==> src/rtl/pwm_ctrl_pkg.sv <==
// Shared helpers for the multi-channel PWM controller.
// Default-period value and per-channel duty slice offset.
package pwm_ctrl_pkg;

    // All-ones period: longest possible period for a given counter width.
    function automatic int def_period(input int w);
        return (1 << w) - 1;
    endfunction

    // LSB offset of channel k inside a packed duty bus.
    function automatic int chan_lo(input int k, input int w);
        return k * w;
    endfunction

endpackage

==> src/rtl/pwm_ctrl_chan.sv <==
// One PWM channel: double-buffered duty value, comparator, output flop.
// Ports: clock/reset, i_enable, i_load, i_apply, i_duty, i_cnt -> o_ctrl.
module pwm_ctrl_chan #(
    parameter int WIDTH = 5
) (
    input  logic             clock,
    input  logic             reset,
    input  logic             i_enable,
    input  logic             i_load,
    input  logic             i_apply,
    input  logic [WIDTH-1:0] i_duty,
    input  logic [WIDTH-1:0] i_cnt,
    output logic             o_ctrl
);

    logic [WIDTH-1:0] duty_sh_q, duty_sh_d;
    logic [WIDTH-1:0] duty_act_q, duty_act_d;
    logic             ctrl_q, ctrl_d;

    always_comb begin
        duty_sh_d  = duty_sh_q;
        duty_act_d = duty_act_q;
        // Compare uses the active duty before any apply this cycle.
        ctrl_d     = i_enable && (i_cnt < duty_act_q);
        // Apply takes the old shadow even if a load lands the same cycle.
        if (i_apply) duty_act_d = duty_sh_q;
        if (i_load)  duty_sh_d  = i_duty;
    end

    always_ff @(posedge clock) begin
        if (reset) begin
            duty_sh_q  <= '0;
            duty_act_q <= '0;
            ctrl_q     <= 1'b0;
        end else begin
            duty_sh_q  <= duty_sh_d;
            duty_act_q <= duty_act_d;
            ctrl_q     <= ctrl_d;
        end
    end

    assign o_ctrl = ctrl_q;

endmodule

==> src/rtl/pwm_ctrl_multi.sv <==
// N_CH-channel PWM generator sharing one period counter, glitch-free reload.
// Ports: clock/reset, i_enable, i_load, i_period, i_duty -> o_ctrl, o_tick, o_pending.
module pwm_ctrl_multi
    import pwm_ctrl_pkg::*;
#(
    parameter int WIDTH      = 5,
    parameter int N_CH       = 2,
    parameter int DEF_PERIOD = def_period(WIDTH)
) (
    input  logic                  clock,
    input  logic                  reset,
    input  logic                  i_enable,
    input  logic                  i_load,
    input  logic [WIDTH-1:0]      i_period,
    input  logic [N_CH*WIDTH-1:0] i_duty,
    output logic [N_CH-1:0]       o_ctrl,
    output logic                  o_tick,
    output logic                  o_pending
);

    localparam logic [WIDTH-1:0] DEF_P = WIDTH'(DEF_PERIOD);

    logic [WIDTH-1:0] cnt_q, cnt_d;
    logic [WIDTH-1:0] per_act_q, per_act_d;
    logic [WIDTH-1:0] per_sh_q, per_sh_d;
    logic             pend_q, pend_d;
    logic             tick_q, tick_d;
    logic             wrap;
    logic             apply;

    assign wrap  = (cnt_q == per_act_q);
    // While halted there is no boundary to wait for: apply at once.
    assign apply = pend_q && (!i_enable || wrap);

    always_comb begin
        cnt_d     = '0;
        per_act_d = per_act_q;
        per_sh_d  = per_sh_q;
        pend_d    = pend_q;
        tick_d    = i_enable && wrap;
        if (i_enable && !wrap) cnt_d = cnt_q + 1'b1;
        if (apply) begin
            per_act_d = per_sh_q;
            pend_d    = 1'b0;
        end
        // A load on an apply cycle refills the shadow and stays pending.
        if (i_load) begin
            per_sh_d = i_period;
            pend_d   = 1'b1;
        end
    end

    always_ff @(posedge clock) begin
        if (reset) begin
            cnt_q     <= '0;
            per_act_q <= DEF_P;
            per_sh_q  <= DEF_P;
            pend_q    <= 1'b0;
            tick_q    <= 1'b0;
        end else begin
            cnt_q     <= cnt_d;
            per_act_q <= per_act_d;
            per_sh_q  <= per_sh_d;
            pend_q    <= pend_d;
            tick_q    <= tick_d;
        end
    end

    for (genvar k = 0; k < N_CH; k++) begin : g_ch
        pwm_ctrl_chan #(
            .WIDTH(WIDTH)
        ) u_chan (
            .clock   (clock),
            .reset   (reset),
            .i_enable(i_enable),
            .i_load  (i_load),
            .i_apply (apply),
            .i_duty  (i_duty[chan_lo(k, WIDTH) +: WIDTH]),
            .i_cnt   (cnt_q),
            .o_ctrl  (o_ctrl[k])
        );
    end

    assign o_tick    = tick_q;
    assign o_pending = pend_q;

endmodule

==> config.mk <==
export PLATFORM = sky130hd
export DESIGN_NAME = pwm_ctrl_multi
export DESIGN_NICKNAME = d
export VERILOG_FILES = /design/src/rtl/pwm_ctrl_pkg.sv /design/src/rtl/pwm_ctrl_chan.sv /design/src/rtl/pwm_ctrl_multi.sv
export SDC_FILE = /design/constraint.sdc
export NUM_CORES = 1
export LEC_CHECK = 0
export ABC_CLOCK_PERIOD_IN_PS = 2200
export BUFFER_PORTS_ARGS = -buffer_cell sky130_fd_sc_hd__buf_2
export CORE_ASPECT_RATIO = 1.1
export CORE_MARGIN = 8
export CORE_UTILIZATION = 56
export DETAILED_ROUTE_END_ITERATION = 10
export GPL_ROUTABILITY_DRIVEN = 0
export PLACE_DENSITY_LB_ADDON = 0.12
export SLEW_MARGIN = 20
export SYNTH_ARGS = -nofsm -noshare
export SYNTH_HDL_FRONTEND = slang
export SYNTH_HIERARCHICAL = 1
export SYNTH_SLANG_ARGS = --single-unit
==> constraint.sdc <==
create_clock -name clock -period 2.2 [get_ports clock]
set_input_delay 0.44 -clock clock [delete_from_list [all_inputs] [get_ports clock]]
set_output_delay 0.44 -clock clock [all_outputs]
set_load 0.01 [all_outputs]
# Word-level counts from Yosys, hierarchy flattened
# Cells that the tools add are included.
# W data, S select, Z words.
op_classes:
  magnitude_cmp: 2
  reduce_logical: 10
  eq_ne: 1
  add_sub_neg: 1
  n_bitwise: 1
  n_mux: 2
ops:
  columns: ["operator", "count"]
  rows:
  - ["$lt A5 B5 Y1", 2]
  - ["$add A5 B1 Y5 const B", 1]
  - ["$eq A5 B5 Y1", 1]
  - ["$logic_and A1 B1 Y1", 5]
  - ["$logic_not A1 Y1", 2]
  - ["$mux W1", 2]
  - ["$reduce_bool A2 Y1", 1]
  - ["$reduce_or A2 Y1", 1]
  - ["$logic_or A1 B1 Y1", 1]
  - ["$not A1 Y1", 1]
totals:
  elab_cells: 28
  ff_bits: 39

# Longest topological paths before layout
# Gate-level depths: netlist (run 1).
logic_depth:
  ltp_word: 5
  depth_mapped: 7
  depth_no_buf: 6

# Cells and area by module
# The synthesis (run 1) kept the hierarchy.
modules_own_cells:
  columns: ["mod", "seq_area_each_um2", "cells_per_inst", "area_per_inst_um2", "instances"]
  rows:
  - ["pwm_ctrl_chan", 220.2, 50, 485.5, 2]
  - ["pwm_ctrl_multi", 340.3, 77, 750.7, 1]

# Worst setup path after synthesis (run 1)
# No wires, ideal clock.
synth_path:
  path_kind: "flip-flop to flip-flop"
  from: "reg cnt_q[2]"
  to: "reg per_act_q[4]"
  slack_ns: 0.654
  t_required_ns: 2.066
  setup_time_ns: 0.134
  arrival_ns: 1.411
  stages_incl_launch_ff: 5
  cell_sequence: "dfxtp_1 > xnor2_2 > nand4_4 > and3_1 > or4_1"
synth_between:
  elab_chain_len: 3
synth_rtl:
  columns: ["element", "line", "source"]
  rows:
  - ["from (decl)", "pwm_ctrl_multi.sv:23", "logic [WIDTH-1:0] cnt_q, cnt_d;"]
  - ["from (signal assigned)", "pwm_ctrl_multi.sv:61", "cnt_q <= cnt_d;"]
  - ["$eq A5 B5 Y1", "pwm_ctrl_multi.sv:31", "assign wrap = (cnt_q == per_act_q);"]
  - ["$logic_or A1 B1 Y1", "pwm_ctrl_multi.sv:33", "assign apply = pend_q && (!i_enable || wrap);"]
  - ["$logic_and A1 B1 Y1", "pwm_ctrl_multi.sv:33", null]
  - ["to (signal assigned)", "pwm_ctrl_multi.sv:62", "per_act_q <= per_act_d;"]
  - ["to (decl)", "pwm_ctrl_multi.sv:24", "logic [WIDTH-1:0] per_act_q, per_act_d;"]
# No other way between the ends.
# A chain may end at the register's enable or synchronous reset.

# Final worst setup path (run 1)
layout_path:
  from: "reg cnt_q[2]"
  to: "reg g_ch[0].u_chan.duty_act_q[0]"
layout_between:
  elab_chain_len: 3
layout_rtl:
  columns: ["element", "line", "source"]
  rows:
  - ["$eq A5 B5 Y1", "pwm_ctrl_multi.sv:31", null]
  - ["$logic_or A1 B1 Y1", "pwm_ctrl_multi.sv:33", null]
  - ["$logic_and A1 B1 Y1", "pwm_ctrl_multi.sv:33", null]
  - ["named net apply", "pwm_ctrl_multi.sv:29", "logic apply;"]
  - ["to (signal assigned)", "pwm_ctrl_chan.sv:37", "duty_act_q <= duty_act_d;"]
  - ["to (decl)", "pwm_ctrl_chan.sv:17", "logic [WIDTH-1:0] duty_act_q, duty_act_d;"]
# The timed path passes the listed nets, and every way through them passes these cells.

==> flow_metrics.tcl, run 1 <==
set metrics [dict create \
    ir_drop_v 0.000563 \
    n_fill_cell 249 \
    clock_skew_ns 0.0115 \
    dr.pass1.iters 4 \
    period_minus_slack_ns 1.86 \
    avgSynthCellArea_um2 9.73 \
    fin_crit_sh 0.845 \
    cts_tree "done" \
    overflow 0 \
    placed_cell_area_mm2 0.00184 \
    worst_pin_slew_ns 0.514 \
    rsz0062_at_grt "no" \
    clk_latency_ns 0.34 \
    clock.fmax_ghz 0.538 \
    critical_path_required_ns 2.41 \
    hp-class "primary input to flip-flop" \
    hold_violations 0 \
    root_buffer "clkbuf_4" \
    crit_path_top_delay_cell "dfxtp_1" \
    run_status "finished clean" \
    netlist_area_mm2 0.00172 \
    place_hpwl_um 2290 \
    die_h_um 74.2 \
    io_pins 23 \
    postCtsSetupRepairBufs 0 \
    n_antenna_cell 0 \
    p_leak_nw 0.849 \
    finalMaxSlewViolations 0 \
    grt_max_degree 29 \
    yosysWarnings 6 \
    grt_pass1_wl_um 5530 \
    drtIter0Drc 86 \
    antenna_found_initial 0 \
    core_area_mm2 0.00300 \
    yosysSeqAreaShare 0.453 \
    cts_resized 0 \
    setup_violations 0 \
    ys_ff_latch 39 \
    syn_inst 177 \
    dieArea_mm2 0.00511 \
    hold_buffers 0 \
    start_util 0.575 \
    grt_use_total 0.143 \
    ctsHtreeMaxLevel 2 \
    design_area_mm2 0.00188 \
    yosysUniqueCellTypes 28 \
    vias 1263 \
    ant_nets 0 \
    cap_violations 0 \
    layout.nets 228 \
    worst_ep_arrival_time_ns 2.07 \
    cellPowerDensity_mw_per_mm2 637 \
    syn_to_final_growth_pct 9.16 \
    drive_above_1_share 0.181 \
    rows 21 \
    finalWirelength_um 3160 \
    path_cells "xnor2_2 > nand4_4 > o21a_1 > inv_2 > mux2i_1 > nor2_1" \
    die_w_um 68.9 \
    relSlewSlack 0.658 \
    crit_fanout 10 \
    numPortBuffers 22 \
    cts_buffer_depth 2 \
    grt_pass1_vias 1311 \
    finalSetupTns_ns 0 \
    crit_path_max_incr_delay_ns 0.53 \
    critPathCaptureType "flip-flop" \
    clock_sinks 39 \
    synth_fp_nets 205 \
    numCtsBuffers 5 \
    wire_per_inst_um 13.6 \
    path_class "flip-flop to flip-flop" \
    cp-start-kind "flip-flop" \
    holdWs_ns 0.309 \
    via_per_inst 5.42 \
    drc 0 \
    path_clk_slew_ns 0.11 \
]
[critical path: cells and delay by family (launching register included)]
| kind | cells | cell delay, ns |
|---|---|---|
| AO/OA/AOI/OAI | 1 | 0.30 |
| XOR/XNOR | 1 | 0.18 |
| buffers and inverters | 1 | 0.25 |
| flip-flops | 1 | 0.53 |
| multiplexers | 1 | 0.23 |
| AND/OR/NAND/NOR | 2 | 0.23 |
[per-layer routing]
layer	global-route usage	up-vias	wire, um
li1	-	638	-
met1	0.153	586	1340
met2	0.238	30	1590
met3	0.0407	9	148
met4	0.0915	0	82
met5	0	-	0
[per-stage QoR]
| step | utilization | cells | setup WS, ns | power, mW |
|---|---|---|---|---|
| after floorplan | - | 177 | 0.654 | 0.854 |
| after global placement | 0.614 | 227 | 0.436 | 0.883 |
| after detailed placement | 0.614 | 227 | 0.357 | 0.889 |
| after CTS | 0.627 | 233 | 0.334 | 1.21 |
| after global routing | 0.627 | 233 | 0.191 | 1.25 |
| final | 0.627 | 233 | 0.341 | 1.20 |
[cell usage after synthesis, drive strengths merged]
master	count	area (um^2)
dfxtp	39	781
nor2	29	109
mux2i	22	220
inv	17	63.8
o211ai	11	82.6
nand2	10	37.5
ha	9	113
buf	6	40.0
xnor2	5	73.8
nand3	4	20.0
a21oi	3	22.5
nand2b	3	18.8
nor2b	3	18.8
o21ai	3	15.0
xor2	3	26.3
a31oi	2	12.5
a32oi	1	8.76
and3	1	6.26
clkbuf	1	3.75
nand4	1	21.3
nor3	1	5.00
nor3b	1	7.51
o21a	1	7.51
or4	1	7.51
[flip-flops by register name, indices dropped and copies added (netlist names)]
register / cells
o_pending: 1
cnt_q: 5
g_ch.u_chan/duty_sh_q: 10
per_sh_q: 5
g_ch.u_chan/duty_act_q: 10
per_act_q: 5
g_ch.u_chan/o_ctrl: 2
o_tick: 1
[where the power goes]
group / switching [mW] / internal [mW]
Clock: 0.212 / 0.114
Combinational: 0.0615 / 0.0561
Sequential: 0.0200 / 0.734
Total: 0.294 / 0.904
[area by class of cell]
type	count	area [um^2]	area share
flip-flops and latches	39	781	0.415
multi-input cells	114	833	0.443
repair buffers	23	118	0.0626
clock buffers	6	41.3	0.0220
well taps	34	42.5	0.0226
inverters	17	63.8	0.0340
[kinds of logic after synthesis]
family,synth area share
buffers and inverters,0.0625
AND/OR/NAND/NOR,0.146
flip-flops,0.453
multiplexers,0.128
AO/OA/AOI/OAI,0.0865
XOR/XNOR,0.0581
adder cells (fa/ha/maj),0.0654
[cells in the final DEF, fill, tap and decap left out]
cell type / count
nand2_1: 10
nand4_4: 1
o21ai_1: 3
a31oi_1: 2
nand2b_1: 3
inv_2: 1
clkbuf_4: 5
xnor2_2: 4
xnor2_1: 1
and3_1: 1
ha_1: 9
o211ai_1: 11
buf_2: 22
nor2_1: 29
a21oi_2: 2
or4_1: 1
buf_4: 1
o21a_1: 1
nand3_1: 4
a21oi_1: 1
dfxtp_1: 39
clkbuf_1: 1
nor2b_1: 3
nor3b_1: 1
nor3_1: 1
a32oi_1: 1
inv_1: 16
xor2_1: 3
mux2i_1: 22
[worst paths after layout]
kind / slack, ns / endpoint / cells after the start / start
max: 0.34 / g_ch[0].u_chan/duty_act_q[0] / 6 / cnt_q[2]
min: 0.31 / per_sh_q[0] / 3 / i_period[0]
max reg2reg: 0.34 / g_ch[0].u_chan/duty_act_q[0] / 6 / cnt_q[2]
min reg2reg: 0.49 / per_sh_q[2] / 2 / per_sh_q[2]
No activity file was read; power rests on OpenSTA's default activity.
==> run 2, diff against run 1 <==
Settings changed: ABC_CLOCK_PERIOD_IN_PS 2200 to 1700, CORE_UTILIZATION 56 to 50.
Clock period 2.2 ns to 1.7 ns, I/O delays scaled along.
==> run 2 against run 1 <==
Clock power rose by 38%. Core utilization is 4.0 points lower. Cell area is 4.1% higher. Clock skew about the same. Critical path depth stayed put. Largest power group unchanged.
==> flow_metrics.tcl, run 2 (synthesis results as in run 1) <==
set metrics [dict create \
    vias 1303 \
    dr.pass1.iters 4 \
    cp-start-kind "flip-flop" \
    run_status "finished clean" \
    relSlewSlack 0.666 \
    clock.fmax_ghz 0.636 \
    via_per_inst 5.11 \
    worst_pin_slew_ns 0.502 \
    drive_above_1_share 0.217 \
    critPathCaptureType "flip-flop" \
    drc 0 \
    layout.nets 234 \
    rsz0062_at_grt "no" \
    clock_skew_ns 0.0110 \
    p_total_mw 1.59 \
    finalMaxSlewViolations 0 \
    holdWs_ns 0.208 \
    layout_common_cells "39 x dfxtp_1, 29 x nor2_1, 22 x mux2i_1, 22 x buf_2, 16 x inv_1" \
    ant_nets 0 \
    dieArea_mm2 0.00558 \
    grt_use_total 0.122 \
    crit_fanout 10 \
    ctsHtreeMaxLevel 2 \
    numCtsBuffers 5 \
    hp-class "primary input to flip-flop" \
    dp.cells 247 \
    syn_to_final_growth_pct 13.6 \
    finalNonFillerCells 255 \
    die_w_um 72.0 \
    antenna_found_initial 0 \
    start_util 0.517 \
    postCtsSetupRepairBufs 0 \
    place_hpwl_um 2370 \
    critical_path_required_ns 1.94 \
    path_clk_slew_ns 0.11 \
    cts_buffer_depth 2 \
    p_leak_nw 0.890 \
    use_met1 0.133 \
    grt_pass1_wl_um 5490 \
    wire_per_inst_um 12.4 \
    final_common_cell "dfxtp_1" \
    grtUsageMet3 0.0360 \
    rows 22 \
    io_pins 23 \
    grt.busiest_layer "met2" \
    finalSetupTns_ns 0 \
    ir_drop_v 0.000477 \
    gr-usage-met2 0.203 \
    finalWirelength_um 3160 \
    drtIter0Drc 53 \
    core_area_mm2 0.00333 \
    setup_violations 0 \
    fin_crit_sh 0.925 \
    grt_pass1_vias 1288 \
    largestRegisters "g_ch.u_chan/duty_act_q (10), g_ch.u_chan/duty_sh_q (10)" \
    grt_max_degree 21 \
    clk_latency_ns 0.34 \
    clock_sinks 39 \
    die_h_um 77.5 \
    root_buffer "clkbuf_4" \
    path_class "flip-flop to flip-flop" \
    hold_violations 0 \
    period_minus_slack_ns 1.57 \
    numPortBuffers 22 \
    cts_tree "done" \
    cap_violations 0 \
    n_antenna_cell 0 \
    cellPowerDensity_mw_per_mm2 811 \
    overflow 0 \
    worst_ep_arrival_time_ns 1.81 \
]
run 2: cell types whose count changed in the layout (fill, tap and decap cells not counted):
cell / previous run / this run
clkbuf_1: 1 / 0
buf_4: 1 / 7
clkinv_2: 0 / 3
inv_2: 1 / 0
inv_4: 0 / 1
run 2: stage by stage:
step / setup WS (ns) / util / area, um^2
CTS: 0.0802 / 0.586 / 1950
global route: 0.0263 / 0.587 / 1960
detailed placement: 0.101 / 0.571 / 1900
global placement: 0.160 / 0.571 / 1900
finish: 0.128 / 0.587 / 1960
floorplan: 0.154 / - / 1720
run 2: worst paths after layout:
check                             startpoint                           end  cells past startpoint  slack, ns
worst min-delay path             i_period[1]                   per_sh_q[1]                      3       0.21
worst min register to register   per_sh_q[3]                   per_sh_q[3]                      2       0.50
worst max register to register  per_act_q[4]  g_ch[1].u_chan/duty_act_q[3]                      6       0.13
worst max-delay path            per_act_q[4]  g_ch[1].u_chan/duty_act_q[3]                      6       0.13
run 2: metal layers:
layer	part of all wire	wire, um
met3	0.043	137
met5	0	0
met4	0.022	69
met1	0.43	1350
met2	0.51	1600
run 2: area by class of cell:
type,count,area (um^2)
fill,303,1380
multi-input combinational,114,833
sequential,39,781
timing repair buffer,29,163
inverter,17,66.3
tap,48,60.1
clock buffer,5,37.5
clock inverter,3,15.0
run 2: report_power, final:
group | internal (mW) | switching (mW)
clock | 0.154 | 0.297
combinational | 0.0783 | 0.0845
sequential | 0.950 | 0.0222
run 2: worst max-delay path: stages, from the launching register on:
cell      delay (ns)
dfxtp_1         0.36
xor2_1          0.20
nand2b_1        0.22
o21a_1          0.23
inv_4           0.16
mux2i_1         0.23
nor2_1          0.05
run 2: repair_timing:
item	CTS	global route
resized for setup	0	1
hold buffers	0	0
setup endpoints to repair	0	4
